**config.mk**
```make
export PLATFORM = sky130hd
export DESIGN_NAME = canvas_reader
export DESIGN_NICKNAME = d
export VERILOG_FILES = /design/src/rtl/canvas_reader.sv
export SDC_FILE = /design/constraint.sdc
export NUM_CORES = 1
export LEC_CHECK = 0
export BUFFER_PORTS_ARGS = -buffer_cell sky130_fd_sc_hd__buf_2
export CORE_MARGIN = 3
export CORE_UTILIZATION = 45
export DETAILED_ROUTE_END_ITERATION = 16
export GPL_ROUTABILITY_DRIVEN = 1
export GPL_TIMING_DRIVEN = 0
export PLACE_DENSITY = 0.73
export SLEW_MARGIN = 20
export SYNTH_ARGS = -nofsm -noshare
export SYNTH_HDL_FRONTEND = slang
export SYNTH_SLANG_ARGS = --single-unit
export TNS_END_PERCENT = 100
```
**constraint.sdc**
```tcl
create_clock -name clk -period 1.7 [get_ports clk]
set_input_delay 0.255 -clock clk [delete_from_list [all_inputs] [get_ports clk]]
set_output_delay 0.255 -clock clk [all_outputs]
set_load 0.02 [all_outputs]
```
**src/rtl/canvas_reader.sv**
```systemverilog
// Streams the 1-bpp canvas out in raster order as MSB-first bytes, with optional clear-after-read (CANVAS_READER_CLEAR_EN).
// Latency: 8 reads plus 1 drain cycle per byte; out_valid holds its data until out_ready, and no reads are issued during a stall.
module canvas_reader #(
  parameter int PANEL_WIDTH  = 256,
  parameter int PANEL_HEIGHT = 192,
  parameter int ADDR_W       = 12
) (
  input  logic              clk,
  input  logic              rst_n,
  input  logic              start,
  input  logic              abort,
  output logic              rd_en,
  output logic [ADDR_W-1:0] rd_x,
  output logic [ADDR_W-1:0] rd_y,
  input  logic              rd_data,
  output logic              wr_en,
  output logic [ADDR_W-1:0] wr_x,
  output logic [ADDR_W-1:0] wr_y,
  output logic [7:0]        out_data,
  output logic              out_valid,
  input  logic              out_ready,
  output logic              out_eol,
  output logic              out_eof,
  output logic              busy,
  output logic              done
);

  typedef enum logic [1:0] {IDLE, FETCH, DRAIN, PRESENT} state_e;

  localparam logic [ADDR_W-1:0] X_LAST = ADDR_W'(PANEL_WIDTH - 1);
  localparam logic [ADDR_W-1:0] Y_LAST = ADDR_W'(PANEL_HEIGHT - 1);

  state_e            state_q, state_d;
  logic [ADDR_W-1:0] x_q, x_d, y_q, y_d;
  logic [2:0]        cnt_q, cnt_d;
  logic              rd_vld_q, rd_vld_d;
  logic [2:0]        rd_pos_q, rd_pos_d;
  logic [7:0]        byte_q, byte_d;
  logic              done_q, done_d;
  logic              eol, eof;

  always_comb begin
    state_d   = state_q;
    x_d       = x_q;
    y_d       = y_q;
    cnt_d     = cnt_q;
    rd_vld_d  = 1'b0;
    rd_pos_d  = cnt_q;
    byte_d    = byte_q;
    done_d    = 1'b0;
    rd_en     = 1'b0;
    out_valid = 1'b0;
    eol       = (x_q == X_LAST);
    eof       = eol && (y_q == Y_LAST);

    // Each bit lands at the position it was read for, so short row-end bytes stay left-aligned.
    if (rd_vld_q) byte_d[3'd7 - rd_pos_q] = rd_data;

    case (state_q)
      IDLE: begin
        if (start) begin
          state_d = FETCH;
          x_d     = '0;
          y_d     = '0;
          cnt_d   = '0;
          byte_d  = '0;
        end
      end
      FETCH: begin
        rd_en    = 1'b1;
        rd_vld_d = 1'b1;
        if (cnt_q == 3'd7 || eol) begin
          state_d = DRAIN;
        end else begin
          x_d   = x_q + ADDR_W'(1);
          cnt_d = cnt_q + 3'd1;
        end
      end
      DRAIN: state_d = PRESENT;
      PRESENT: begin
        out_valid = 1'b1;
        if (out_ready) begin
          cnt_d  = '0;
          byte_d = '0;
          if (eof) begin
            state_d = IDLE;
            done_d  = 1'b1;
            x_d     = '0;
            y_d     = '0;
          end else begin
            state_d = FETCH;
            if (eol) begin
              x_d = '0;
              y_d = y_q + ADDR_W'(1);
            end else begin
              x_d = x_q + ADDR_W'(1);
            end
          end
        end
      end
      default: state_d = IDLE;
    endcase

    if (abort) begin
      state_d  = IDLE;
      rd_vld_d = 1'b0;
      done_d   = 1'b0;
      x_d      = '0;
      y_d      = '0;
      cnt_d    = '0;
    end
  end

  always_ff @(posedge clk or negedge rst_n) begin
    if (!rst_n) begin
      state_q  <= IDLE;
      x_q      <= '0;
      y_q      <= '0;
      cnt_q    <= '0;
      rd_vld_q <= 1'b0;
      rd_pos_q <= '0;
      byte_q   <= '0;
      done_q   <= 1'b0;
    end else begin
      state_q  <= state_d;
      x_q      <= x_d;
      y_q      <= y_d;
      cnt_q    <= cnt_d;
      rd_vld_q <= rd_vld_d;
      rd_pos_q <= rd_pos_d;
      byte_q   <= byte_d;
      done_q   <= done_d;
    end
  end

  assign rd_x     = x_q;
  assign rd_y     = y_q;
  assign out_data = byte_q;
  assign out_eol  = out_valid && eol;
  assign out_eof  = out_valid && eof;
  assign busy     = (state_q != IDLE);
  assign done     = done_q;

`ifdef CANVAS_READER_CLEAR_EN
  // Coordinates follow the read by one cycle so the clear lines up with the data capture.
  logic [ADDR_W-1:0] cap_x_q, cap_x_d, cap_y_q, cap_y_d;

  always_comb begin
    cap_x_d = rd_en ? x_q : cap_x_q;
    cap_y_d = rd_en ? y_q : cap_y_q;
  end

  always_ff @(posedge clk or negedge rst_n) begin
    if (!rst_n) begin
      cap_x_q <= '0;
      cap_y_q <= '0;
    end else begin
      cap_x_q <= cap_x_d;
      cap_y_q <= cap_y_d;
    end
  end

  assign wr_en = rd_vld_q;
  assign wr_x  = cap_x_q;
  assign wr_y  = cap_y_q;
`else
  assign wr_en = 1'b0;
  assign wr_x  = '0;
  assign wr_y  = '0;
`endif

endmodule

```
==> reports/results.ini, run 1 <==
[cells_and_area]
antenna-diode-count=0
nFillCells=416
design_area_sq_um=3662
syn_to_final_growth_pct=48.73
drive_above_1_share_pct=51.76
final_cells=439
finalNetCount=383
fin_util_pct=70.36

[setup_path]
start_kind=register
end_kind=register
worstSetupPathType=register to register
worstPathArrival_ns=2.19
worstPathRequired_ns=1.93
crit_chain=nor4_4, buf_4, a31oi_4, buf_6, o21ai_4, buf_4, buf_6, mux2_2
cpMaxStageDelayCell=dfrtp_2
cp_top_family=buffers and inverters
critical_path.max_stage_delay_ns=0.43
cp_max_fo=5
crit_buf_inv=4

[global_routing]
grt-ovfl-total=0
grt_first_pass_wirelength_microns=10250
grt_use_total_pct=20.31
antenna_found_initial=0
grt_pass1_vias=2155
grt_max_degree=43

[placed_design]
dpl.hpwl_microns=3960
gp_congestion=0.8172
post-place-ws_ns=-0.2548
portBuffers=42
placed_area_sq_um=2972
dp_cells=391

[timing]
finalWorstSetupSlack_ns=-0.2597
max_slew_margin_pct=36.10
rsz0062_at_grt=true
finalHoldViolCount=0
final-setup-viol-count=31
skew_ns=0.01665
slew_violations=0
tightest_slew_ns=0.9586
fmaxAchievable_mhz=510.3
min_period_ns=1.960
finalCritPeriodShare_pct=115.3

[hold_path]
hp-class=input pin to asynchronous set/reset pin

[route]
drt_iter0_drc=73
via_per_inst=5.162
vias=2266
drc=0
wl_microns=6607
final_antenna_net_count=0
drtPass1Iterations=4
wire_per_inst_microns=15.05

[pwr]
pwr-share-clk_pct=20.0
share_seq_of_total_power_pct=36.1
ir_drop_mv=0.3856
combinationalPowerShare_pct=43.9
swShare_pct=37.30
switchingPower_uw=1218
internal-power_uw=2047
p_per_area_nw_per_um2=891.6
p_leak_uw=0.001809

[status]
status=finished, violations left
violations=setup timing

[synth]
synth_cells=255
ys_seq_area_share_pct=42.68
ys_ff_latch=42
syn_area_per_cell_sq_um=9.656
yosysWarnings=0
synth_area_sq_um=2462
yosysUniqueCellTypes=46
synthFlopType=dfrtp_1
synth_edf_count=0
synthArstFlopShare_pct=100.0

[clock_network]
clock-root-buffer=clkbuf_8
cts_buffers=5
numClockSinks=42
cts_buffer_depth=2
cts_tree=yes
clock_latency_ns=0.30
path_clk_slew_ns=0.09
hold_buffers=0
h-tree-depth=2

[floorplanning]
io_pins=69
die_h_microns=79.97
coreArea_sq_um=5205
start_util_pct=47.31
die_area_sq_um=6395
die_x_microns=79.97
rows=26

[flow_run]
drv_cap=0

==> worst register-to-register path: stages (launching register included) <==
cell and delay, ns:
dfrtp_2 0.43, nor4_4 0.42, buf_4 0.20, a31oi_4 0.12, buf_6 0.15, o21ai_4 0.17
buf_4 0.15, buf_6 0.11, mux2_2 0.14
==> synthesized netlist by cell type (4+ instances only) <==
library cell	count	share of area (%)
and3_1	5	1.3
nor2_1	20	3.0
dfrtp_1	42	43
inv_1	8	1.2
a22o_1	6	2.1
nand2b_1	8	2.0
a2bb2oi_1	5	1.8
a21oi_1	12	2.4
nand2_1	18	2.7
buf_2	4	0.81
nand4_1	4	1.0
buf_4	25	7.6
mux2i_1	8	3.3
nand3_1	8	1.6
o21ai_0	16	3.3
and4_1	4	1.4
ha_1	8	4.1
nor2b_1	4	1.0
or3_1	5	1.3
o31ai_2	5	2.5
==> final timing paths <==
kind                                      startpoint                    end  slack (ns)  depth (start not counted)
worst max-delay path            rd_x[10]$_DFFE_PN0P_   cnt_q[0]$_DFFE_PN0P_       -0.26                          8
worst min-delay path                           rst_n    rd_x[7]$_DFFE_PN0P_        0.08                          1
min in group clk                           out_ready         done$_DFF_PN0_        0.23                          2
worst max register to register  rd_x[10]$_DFFE_PN0P_   cnt_q[0]$_DFFE_PN0P_       -0.26                          8
max in group asynchronous                      rst_n    rd_x[0]$_DFFE_PN0P_        0.93                          1
worst min register to register  cnt_q[2]$_DFFE_PN0P_  rd_pos_q[2]$_DFF_PN0_        0.43                          0
==> metal layers <==
layer / global-route usage, % / wire length (microns) / vias up
met4: 6.419 / 71 / 0
met5: 0 / 0 / -
met3: 4.515 / 329 / 9
met1: 26.23 / 2770 / 1099
met2: 33.69 / 3436 / 63
li1: - / - / 1095
==> power groups by stage <==
stage               sequential [uW]  clock, uW  combinational (uW)
finish                         1180        652                1430
global route                   1190        706                1550
CTS                            1170        668                1190
detailed placement             1200          0                 925
global placement               1190          0                 904
floorplan                      1220          0                 670
==> final cells by class <==
| type | instances | area (sq um) | share of cell area, % |
|---|---|---|---|
| Sequential cell | 42 | 1069 | 29.18 |
| Tap cell | 70 | 87.58 | 2.392 |
| Multi-Input combinational cell | 197 | 1564 | 42.71 |
| Inverter | 8 | 35.03 | 0.9566 |
| Timing Repair Buffer | 86 | 595.6 | 16.26 |
| Buffer | 29 | 225.2 | 6.150 |
| Clock buffer | 7 | 86.33 | 2.357 |
==> registers in the layout (all words and copies together), names as in the netlist <==
signal,flops
rd_x,12
rd_y,12
out_data,8
cnt_q,3
rd_pos_q,3
state_q,2
done,1
rd_vld_q,1
==> per-stage QoR <==
stage / hold WS [ns] / power [uW] / TNS [ns]
2_1_floorplan: -0.04059 / 1889 / -2.083
3_3_place_gp: 0.3959 / 2099 / -5.115
3_5_place_dp: 0.4103 / 2125 / -5.340
4_1_cts: 0.1262 / 3030 / -4.191
5_1_grt: 0.1490 / 3443 / -9.142
6_report: 0.08329 / 3265 / -6.348
==> logic make-up after synthesis <==
family | Yosys count | share of synthesized area (%)
AND/OR/NAND/NOR | 92 | 20.83
AO/OA/AOI/OAI | 59 | 16.92
flip-flops | 42 | 42.68
buffers and inverters | 41 | 10.57
multiplexers | 9 | 3.709
adder cells (fa/ha/maj) | 8 | 4.065
XOR/XNOR | 3 | 1.067
other | 1 | 0.1523
==> what timing repair did <==
item,in CTS,in global routing
setup endpoints to repair,31,39
resized for setup,46,36
pin swaps,27,31
setup buffers,21,21
cloned,3,0
==> placed cells by master, fill, tap and decap left out, drive strengths merged, types with 2 or more instances in the layout <==
cell type  count
and4           4
o21ai         19
mux2i          8
nor2          20
nor3b          2
nand2         18
a21oi         12
nor4           2
ha             8
or4            2
nand4          5
conb          25
inv            8
dfrtp         42
a22o           6
nor2b          4
nor3           3
xor2           3
nand4b         2
a21o           2
nand2b         8
a2bb2oi        5
nand3          8
o211ai         4
clkbuf         8
or3            5
or2            2
buf          114
o31ai          7
and3           5
(Power assumes the default switching activity.)
==> run 2: changes to the inputs <==
--- a/config.mk
+++ b/config.mk
@@ -11,6 +11,7 @@
 export DETAILED_ROUTE_END_ITERATION = 16
 export GPL_ROUTABILITY_DRIVEN = 1
 export GPL_TIMING_DRIVEN = 0
+export HOLD_SLACK_MARGIN = 0.15
 export PLACE_DENSITY = 0.73
 export SLEW_MARGIN = 20
 export SYNTH_ARGS = -nofsm -noshare
==> run 2 against run 1 <==
  * The flow still finishes with violations (setup timing)
  * Count of clock-buffer cells in the layout stayed put
  * Cell count is 0.23% higher
  * Via count up 0.44%
==> reports/results.ini, run 2 (synthesis results as in run 1) <==
[cells_and_area]
antenna-diode-count=0
finalNetCount=384
syn_to_final_growth_pct=49.14
final_common_cell=buf_4
nFillCells=416
drive_above_1_share_pct=51.62
multiInputGateArea_sq_um=1564
final_cell_mix=buf_4, buf_2, dfrtp_1
seq_area_sq_um=1069

[route]
drc=0
drtPass1Iterations=4
vias=2276
wl_microns=6582
final_antenna_net_count=0
drt_iter0_drc=60
wire_per_inst_microns=14.96
via_per_inst=5.173

[status]
violations=setup timing
status=finished, violations left

[floorplanning]
die_area_sq_um=6395
die_x_microns=79.97
io_pins=69
coreArea_sq_um=5205
die_h_microns=79.97
start_util_pct=47.31
rows=26

[pwr]
ir_drop_mv=0.3868
power.total_uw=3264
p_leak_uw=0.001813
p_per_area_nw_per_um2=888.7

[timing]
tightest_slew_ns=0.9555
finalCritPeriodShare_pct=115.4
max_slew_margin_pct=36.30
finalWorstSetupSlack_ns=-0.2613
min_period_ns=1.961
rsz0062_at_grt=true
slew_violations=0
fmaxAchievable_mhz=509.9
finalHoldViolCount=0
final-setup-viol-count=31
skew_ns=0.01720

[placed_design]
post-place-ws_ns=-0.2548
gp_congestion=0.8172
dpl.hpwl_microns=3960
portBuffers=42

[setup_path]
end_kind=register
cpMaxStageDelayCell=dfrtp_2
worstSetupPathType=register to register
worstPathArrival_ns=2.20
cp_max_fo=5
worstPathRequired_ns=1.93
crit_chain=nor4_4, buf_4, a31oi_4, buf_6, o21ai_4, buf_4, buf_6, mux2_2
start_kind=register
critical_path.max_stage_delay_ns=0.43

[clock_network]
clock-root-buffer=clkbuf_8
clock_latency_ns=0.30
numClockSinks=42
h-tree-depth=2
cts_buffers=5
cts_buffer_depth=2
path_clk_slew_ns=0.09
cts_tree=yes

[hold_path]
hp-class=input pin to register

[global_routing]
antenna_found_initial=0
grt_max_degree=43
grt_first_pass_wirelength_microns=10300
grt_use_total_pct=20.38
grt_pass1_vias=2185
grt-ovfl-total=0

[flow_run]
drv_cap=0

[run 2: cell types whose count changed in the layout (fill, tap and decap cells not counted), sizes merged]
cell | previous run | this run
dlygate4sd3 | 0 | 1
[run 2: area by class of cell]
| class | count | area share (%) |
|---|---|---|
| Multi-Input combinational cell | 197 | 42.59 |
| Sequential cell | 42 | 29.10 |
| Timing Repair Buffer | 87 | 16.49 |
| Buffer | 29 | 6.133 |
| Tap cell | 70 | 2.385 |
| Clock buffer | 7 | 2.351 |
| Inverter | 8 | 0.9540 |
[run 2: what timing repair did]
item / CTS / global route
hold buffers: 1 / 0
gates resized for setup: 46 / 36
cloned: 3 / 0
pin swaps: 27 / 30
buffers inserted: 21 / 21
setup endpoints to repair: 31 / 39
hold endpoints to repair: 42 / 0
[run 2: critical path: cells and delay by family, from the launching register on]
| kind | cells | cell delay, ns |
|---|---|---|
| buffers and inverters | 4 | 0.61 |
| DFF | 1 | 0.43 |
| muxes | 1 | 0.14 |
| and+or+nand+nor | 1 | 0.43 |
| AOI/OAI and AO/OA | 2 | 0.29 |
[run 2: stage by stage]
stage	util, %	setup TNS [ns]	std cells	hold WS [ns]	instance area, sq um
finish	70.55	-6.371	440	0.2302	3672
global route	70.55	-9.142	440	0.2254	3672
CTS	64.98	-4.191	420	0.2212	3382
detailed placement	57.09	-5.340	391	0.4103	2972
global placement	57.09	-5.115	391	0.3959	2972
floorplan	-	-2.083	279	-0.04059	2674
[run 2: final timing paths]
check	startpoint	endpoint	slack, ns	cells after the start
worst min-delay path	out_ready	done$_DFF_PN0_	0.23	2
worst max register to register	rd_x[10]$_DFFE_PN0P_	cnt_q[0]$_DFFE_PN0P_	-0.26	8
min in group asynchronous	rst_n	rd_x[7]$_DFFE_PN0P_	0.62	2
worst min register to register	cnt_q[2]$_DFFE_PN0P_	rd_pos_q[2]$_DFF_PN0_	0.43	0
worst max-delay path	rd_x[10]$_DFFE_PN0P_	cnt_q[0]$_DFFE_PN0P_	-0.26	8
max in group asynchronous	rst_n	rd_x[1]$_DFFE_PN0P_	0.39	2
[run 2: where the power goes]
part | switching, uW | internal (uW) | leakage, uW
sequential | 98.8 | 1080 | 0.000560
combinational | 786 | 646 | 0.00121
clock | 330 | 322 | 0.0000443
[run 2: layer usage]
metal / track usage, % / wire (microns)
met1: 25.80 / 2756
met2: 34.19 / 3432
met3: 4.740 / 322
met4: 6.588 / 71
met5: 0 / 0
